===== src/rtl/cpu_pipe_pkg.sv =====
// Shared definitions for the pipelined CPU's inter-stage registers: default
// bundle widths per stage boundary, control-field bit positions and the stage action decode.
package cpu_pipe_pkg;

    localparam int unsigned DEF_CTRL_W = 8;
    localparam int unsigned DEF_DATA_W = 133;

    // Bundle widths at each stage boundary (data: pc4/a/b/imm/rn style packing)
    localparam int unsigned IF_ID_CTRL_W  = 1;
    localparam int unsigned IF_ID_DATA_W  = 64;
    localparam int unsigned ID_EX_CTRL_W  = 10;
    localparam int unsigned ID_EX_DATA_W  = 133;
    localparam int unsigned EX_MEM_CTRL_W = 3;
    localparam int unsigned EX_MEM_DATA_W = 69;
    localparam int unsigned MEM_WB_CTRL_W = 2;
    localparam int unsigned MEM_WB_DATA_W = 69;

    // Control-field positions; later stages keep a prefix of the ID/EX bundle
    localparam int unsigned CTRL_WREG     = 0;
    localparam int unsigned CTRL_M2REG    = 1;
    localparam int unsigned CTRL_WMEM     = 2;
    localparam int unsigned CTRL_ALUIMM   = 3;
    localparam int unsigned CTRL_SHIFT    = 4;
    localparam int unsigned CTRL_JAL      = 5;
    localparam int unsigned CTRL_ALUC_LSB = 6;
    localparam int unsigned CTRL_ALUC_MSB = 9;

    typedef enum logic [1:0] {
        ActLoad  = 2'd0,
        ActHold  = 2'd1,
        ActFlush = 2'd2
    } stage_act_e;

    // Flush outranks stall
    function automatic stage_act_e stage_act(input logic stall, input logic flush);
        if (flush) begin
            return ActFlush;
        end
        if (stall) begin
            return ActHold;
        end
        return ActLoad;
    endfunction

endpackage


===== src/rtl/pipe_stage_reg_if.sv =====
// Upstream/downstream bundle of one pipeline stage register, plus the hazard-unit
// stall/flush controls that steer it.
interface pipe_stage_reg_if
    import cpu_pipe_pkg::*;
#(
    parameter int unsigned CTRL_W = DEF_CTRL_W,
    parameter int unsigned DATA_W = DEF_DATA_W
);

    logic              stall;
    logic              flush;
    logic              d_valid;
    logic [CTRL_W-1:0] d_ctrl;
    logic [DATA_W-1:0] d_data;
    logic              e_valid;
    logic [CTRL_W-1:0] e_ctrl;
    logic [DATA_W-1:0] e_data;

    modport master (
        output stall, flush, d_valid, d_ctrl, d_data,
        input  e_valid, e_ctrl, e_data
    );

    modport slave (
        input  stall, flush, d_valid, d_ctrl, d_data,
        output e_valid, e_ctrl, e_data
    );

endinterface


===== src/rtl/pipe_sat_ctr.sv =====
// Saturating up-counter with synchronous clear; clear wins over increment.
module pipe_sat_ctr #(
    parameter int unsigned CNT_W = 16
) (
    input  logic             clock,
    input  logic             resetn,
    input  logic             clr,
    input  logic             inc,
    output logic [CNT_W-1:0] count
);

    always_ff @(posedge clock or negedge resetn) begin
        if (!resetn) begin
            count <= '0;
        end else if (clr) begin
            count <= '0;
        end else if (inc && (count != '1)) begin
            count <= count + CNT_W'(1);
        end
    end

endmodule


===== src/rtl/pipe_stage_reg.sv =====
// Reusable inter-stage pipeline register with stall (hold), flush (bubble) and
// saturating stall/bubble performance counters.
module pipe_stage_reg
    import cpu_pipe_pkg::*;
#(
    parameter int unsigned CTRL_W     = DEF_CTRL_W,
    parameter int unsigned DATA_W     = DEF_DATA_W,
    parameter int unsigned CNT_W      = 16,
    parameter bit          CLEAR_DATA = 1'b0
) (
    input  logic             clock,
    input  logic             resetn,
    input  logic             cnt_clr,
    pipe_stage_reg_if.slave  bus,
    output logic [CNT_W-1:0] stall_cnt,
    output logic [CNT_W-1:0] bubble_cnt
);

    stage_act_e        act;
    logic              e_valid_q;
    logic [CTRL_W-1:0] e_ctrl_q;
    logic [DATA_W-1:0] e_data_q;
    logic              stall_inc;
    logic              bubble_inc;

    assign act = stage_act(bus.stall, bus.flush);

    always_ff @(posedge clock or negedge resetn) begin
        if (!resetn) begin
            e_valid_q <= 1'b0;
            e_ctrl_q  <= '0;
            e_data_q  <= '0;
        end else begin
            case (act)
                ActFlush: begin
                    e_valid_q <= 1'b0;
                    e_ctrl_q  <= '0;
                    if (CLEAR_DATA) begin
                        e_data_q <= '0;
                    end
                end
                ActHold: begin
                end
                default: begin
                    e_valid_q <= bus.d_valid;
                    // Gate control so an invalid slot can never write RF or memory
                    e_ctrl_q  <= bus.d_valid ? bus.d_ctrl : '0;
                    e_data_q  <= bus.d_data;
                end
            endcase
        end
    end

    assign bus.e_valid = e_valid_q;
    assign bus.e_ctrl  = e_ctrl_q;
    assign bus.e_data  = e_data_q;

    assign stall_inc  = (act == ActHold);
    assign bubble_inc = (act == ActFlush) || ((act == ActLoad) && !bus.d_valid);

    pipe_sat_ctr #(
        .CNT_W (CNT_W)
    ) u_stall_ctr (
        .clock  (clock),
        .resetn (resetn),
        .clr    (cnt_clr),
        .inc    (stall_inc),
        .count  (stall_cnt)
    );

    pipe_sat_ctr #(
        .CNT_W (CNT_W)
    ) u_bubble_ctr (
        .clock  (clock),
        .resetn (resetn),
        .clr    (cnt_clr),
        .inc    (bubble_inc),
        .count  (bubble_cnt)
    );

endmodule


===== src/flat_wrapper.sv =====
// flat-port wrapper written by rule: the top's interface ports become plain ports
module pipe_stage_reg_flat import cpu_pipe_pkg::*;
#(
    parameter int unsigned CTRL_W     = DEF_CTRL_W,
    parameter int unsigned DATA_W     = DEF_DATA_W,
    parameter int unsigned CNT_W      = 16,
    parameter bit          CLEAR_DATA = 1'b0
)
  (clock, resetn, cnt_clr, stall_cnt, bubble_cnt, bus_stall, bus_flush, bus_d_valid, bus_d_ctrl, bus_d_data, bus_e_valid, bus_e_ctrl, bus_e_data);
  pipe_stage_reg_if #(.CTRL_W(CTRL_W), .DATA_W(DATA_W)) bus_i ();
  input  logic clock;
  input  logic resetn;
  input  logic cnt_clr;
  output logic [CNT_W-1:0] stall_cnt;
  output logic [CNT_W-1:0] bubble_cnt;
  input wire logic [$bits(bus_i.stall)-1:0] bus_stall;
  input wire logic [$bits(bus_i.flush)-1:0] bus_flush;
  input wire logic [$bits(bus_i.d_valid)-1:0] bus_d_valid;
  input wire logic [$bits(bus_i.d_ctrl)-1:0] bus_d_ctrl;
  input wire logic [$bits(bus_i.d_data)-1:0] bus_d_data;
  output wire logic [$bits(bus_i.e_valid)-1:0] bus_e_valid;
  output wire logic [$bits(bus_i.e_ctrl)-1:0] bus_e_ctrl;
  output wire logic [$bits(bus_i.e_data)-1:0] bus_e_data;
  assign bus_i.stall = bus_stall;
  assign bus_i.flush = bus_flush;
  assign bus_i.d_valid = bus_d_valid;
  assign bus_i.d_ctrl = bus_d_ctrl;
  assign bus_i.d_data = bus_d_data;
  assign bus_e_valid = bus_i.e_valid;
  assign bus_e_ctrl = bus_i.e_ctrl;
  assign bus_e_data = bus_i.e_data;
  pipe_stage_reg #(.CTRL_W(CTRL_W), .DATA_W(DATA_W), .CNT_W(CNT_W), .CLEAR_DATA(CLEAR_DATA)) u_core (.clock(clock), .resetn(resetn), .cnt_clr(cnt_clr), .bus(bus_i), .stall_cnt(stall_cnt), .bubble_cnt(bubble_cnt));
endmodule

===== config.mk =====
export PLATFORM = sky130hd
export DESIGN_NAME = pipe_stage_reg_flat
export DESIGN_NICKNAME = d
export VERILOG_FILES = /design/src/rtl/cpu_pipe_pkg.sv /design/src/rtl/pipe_stage_reg_if.sv /design/src/rtl/pipe_sat_ctr.sv /design/src/rtl/pipe_stage_reg.sv /design/src/flat_wrapper.sv
export SDC_FILE = /design/constraint.sdc
export NUM_CORES = 1
export LEC_CHECK = 0
export CAP_MARGIN = 0
export CELL_PAD_IN_SITES_DETAIL_PLACEMENT = 1
export CELL_PAD_IN_SITES_GLOBAL_PLACEMENT = 2
export CORE_ASPECT_RATIO = 2
export CORE_MARGIN = 10
export CORE_UTILIZATION = 25
export DETAILED_ROUTE_END_ITERATION = 16
export PLACE_DENSITY_LB_ADDON = 0.1
export SYNTH_ARGS = -nofsm -noshare
export SYNTH_HDL_FRONTEND = slang
export SYNTH_HIERARCHICAL = 1
export SYNTH_SLANG_ARGS = --single-unit

===== constraint.sdc =====
create_clock -name clock -period 3.1 [get_ports clock]
set_clock_uncertainty 0.15 [all_clocks]
set_input_delay 0.62 -clock clock [delete_from_list [all_inputs] [get_ports clock]]
set_output_delay 0.62 -clock clock [all_outputs]
set_load 0.02 [all_outputs]

==> impl_results.md <==
* Outcome: complete, no violations
* FFs w/ async S/R, synth at 1.00
* CP top delay family: simple AND/OR/NAND/NOR gates
* Yosys top cell area share at 0.588
* Max-slew headroom at 0.503
* CTS clock-pin slew for the worst setup and hold paths at 0.07 ns
* DIE AREA at 37300 sq um
* Avg Inst Size Synth at 14.8 sq um
* Crit path max fanout at 22
* Synth area leaders: dfrtp_1 (59%), mux2_4 (12%), mux2_2 (11%)
* Antenna-violating nets left at 0
* Final HPWL DP at 22.6 mm
* CP startpoint kind: input port
* Worst Setup SP: bus_stall
* Max Cap Violations at 0
* Clock buffer count from CTS at 17
* HP Class: input port to asynchronous set/reset pin
* DR pass1 iterations at 4
* Total track usage at 0.154
* Warnings from Yosys at 6
* Grt total ovfl at 0
* WL final at 28.5 mm
* Vias per cell at 4.62
* RSZ-0062 raised after global routing: false
* Area growth, synth to finish at 57.3%
* CTS root buf: clkbuf_16
* Cell taking the most area after synthesis: dfrtp_1
* CTS resizes at 0
* Synthesized area at 7410 sq um
* Total number of vias at 5603
* Crit-path cells: clkdlybuf4s50_1, nor2b_1, inv_1, or4_2, a21oi_1
* R2R Path Start: u_core/u_bubble_ctr/count[0]
* Die width at 142 um
* Commonest register cell after synthesis: dfrtp_1
* WP data required at 3.31 ns
* Clk Latency, worst-skew pair at 0.43 ns
* Vias in the first global route at 6642
* Hold buffer count at cts at 0
* Peak supply drop at 380 uV
* Initial antenna violation count at 7
* Netlist cell types at 35
* CTS Buffer Depth at 2
* Number of synthesized flops with an enable pin at 0
* Iter 0 DRT Violations at 154
* Max Slew Vio Count at 0
* IO Port Bufs at 320
* Fin. Hold Viols at 0
* Final nets at 980
* Crit end category: flip-flop
* Row count at 89
* Slowest-stage cell, CP: or4_2
* Final core occ at 0.396
* Post-Syn Instances at 502
* Final min period at 2.46 ns
* Die extent in y at 263 um
* Number of cells on the critical path at 5
* CP max stage delay at 0.72 ns
* Worst r2r path cells at 5
* CTS Sinks at 174
* Non-Filler Instances at 1213
* Sum of negative setup slack at 0 ns
* Reg2Reg Capture Point: u_core/u_bubble_ctr/count[15]
* Period Utilization, post-route at 0.794
* Drt wl/cell at 23.5 um
* R2r setup slk at 0.86 ns
* Drt drc at 0
* Final Total Pwr at 6.45 mW
* Lkg Pwr at 4.78 nW
* RePlAce Congestion at 0.781
* H-tree depth at 4
* Crit path buf inv count at 2
* Boundary pin count at 321
* Starting Density at 0.252
* First-pass GRT wire length at 43.0 mm
* CTS tree: done
* CP Capture Point: u_core/u_stall_ctr/count[3]
* Pin count of the biggest net entering global routing at 69
* Power per cell area at 553 nW/um^2
* Post-synthesis sequential area ratio at 0.588
* Mapped Nets at 651
* Cells after DPL at 1176
* Layout cells sized above 1 at 0.235
* Final Setup Violations at 0
* Synthesized flop and latch total at 174
* CORE AREA at 29400 sq um
* Setup CP Type: input port to flip-flop
* Worst Max-Slew Pin Slew at 0.745 ns
* Peak Freq at 0.406 GHz
* CP arrival at 2.67 ns
* Post-CTS setup buffers at 0
* Hold slack at 0.0356 ns
cell usage after synthesis (all sizes together), types with 7 or more instances:
master  number
mux2       141
inv          7
nor2b       10
nand4       14
a21oi       22
dfrtp      174
o21ai        8
o31ai       14
nand2       12
clkbuf       9
nor2        10
or4         14
nor4        10
buf         17
a32o         8
worst min-delay path by stage:
stage | endpoint | slack [ns] | cells past startpoint | startpoint
2_1_floorplan | u_core/bus.e_ctrl[0] | 0.17 | 0 | resetn
3_3_place_gp | u_core/bus.e_ctrl[5] | 0.33 | 1 | u_core/bus.e_ctrl[5]
3_5_place_dp | u_core/bus.e_ctrl[0] | 0.33 | 1 | u_core/bus.e_ctrl[0]
4_1_cts | u_core/u_bubble_ctr/count[9] | 0.07 | 1 | resetn
5_1_grt | u_core/u_bubble_ctr/count[9] | 0.08 | 1 | resetn
6_report | u_core/u_bubble_ctr/count[9] | 0.04 | 1 | resetn
cell families after synthesis:
| kind of cell | share of synthesized area |
|---|---|
| flip-flops | 0.588 |
| AO/OA/AOI/OAI | 0.0530 |
| buffers and inverters | 0.0272 |
| adder cells (fa/ha/maj) | 0.00338 |
| AND/OR/NAND/NOR | 0.0831 |
| multiplexers | 0.246 |
metal layers:
metal	track usage	vias up	wire, um
met5	0	-	23
met3	0.0694	33	2500
met2	0.287	194	16400
met1	0.135	2856	8830
li1	-	2516	-
met4	0.0663	4	762
state kept, by name, indices dropped and copies added (netlist names):
name / cells
u_core/bus.e_data: 133
u_core/u_bubble_ctr/count: 16
u_core/u_stall_ctr/count: 16
u_core/bus.e_ctrl: 8
u_core/bus.e_valid: 1
cells in the final DEF, fill, tap and decap left out, types with 7 or more instances in the layout:
cell type	n
a21oi_1	22
a32o_1	8
buf_4	10
clkbuf_16	17
clkdlybuf4s50_1	319
dfrtp_1	174
inv_1	7
mux2_1	8
mux2_2	74
mux2_4	59
nand2_1	12
nand4_1	12
nor2_1	9
nor2b_1	10
nor4_1	8
o31ai_1	14
or4_1	10
area by class of cell:
type	instances	area (sq um)
well taps	364	455
fillers	3159	17700
clock buffers	22	464
inverters	7	26.3
repair buffers	336	3400
multi-input cells	295	2850
clock inverters	10	90.1
diodes	5	12.5
flip-flops and latches	174	4350
stage by stage:
stage	instance area (sq um)	worst slack, ns
after floorplan	7410	0.941
after global placement	11100	0.145
after detailed placement	11100	0.181
after CTS	11600	0.657
after global routing	11700	0.530
final	11700	0.640
power by group:
| part | switching [mW] | internal (mW) | total (mW) |
|---|---|---|---|
| logic | 0.762 | 0.908 | 1.67 |
| clock network | 0.938 | 1.15 | 2.08 |
| registers | 0.160 | 2.54 | 2.70 |
| total | 1.86 | 4.59 | 6.45 |
Power figures use the tool's default switching activity.
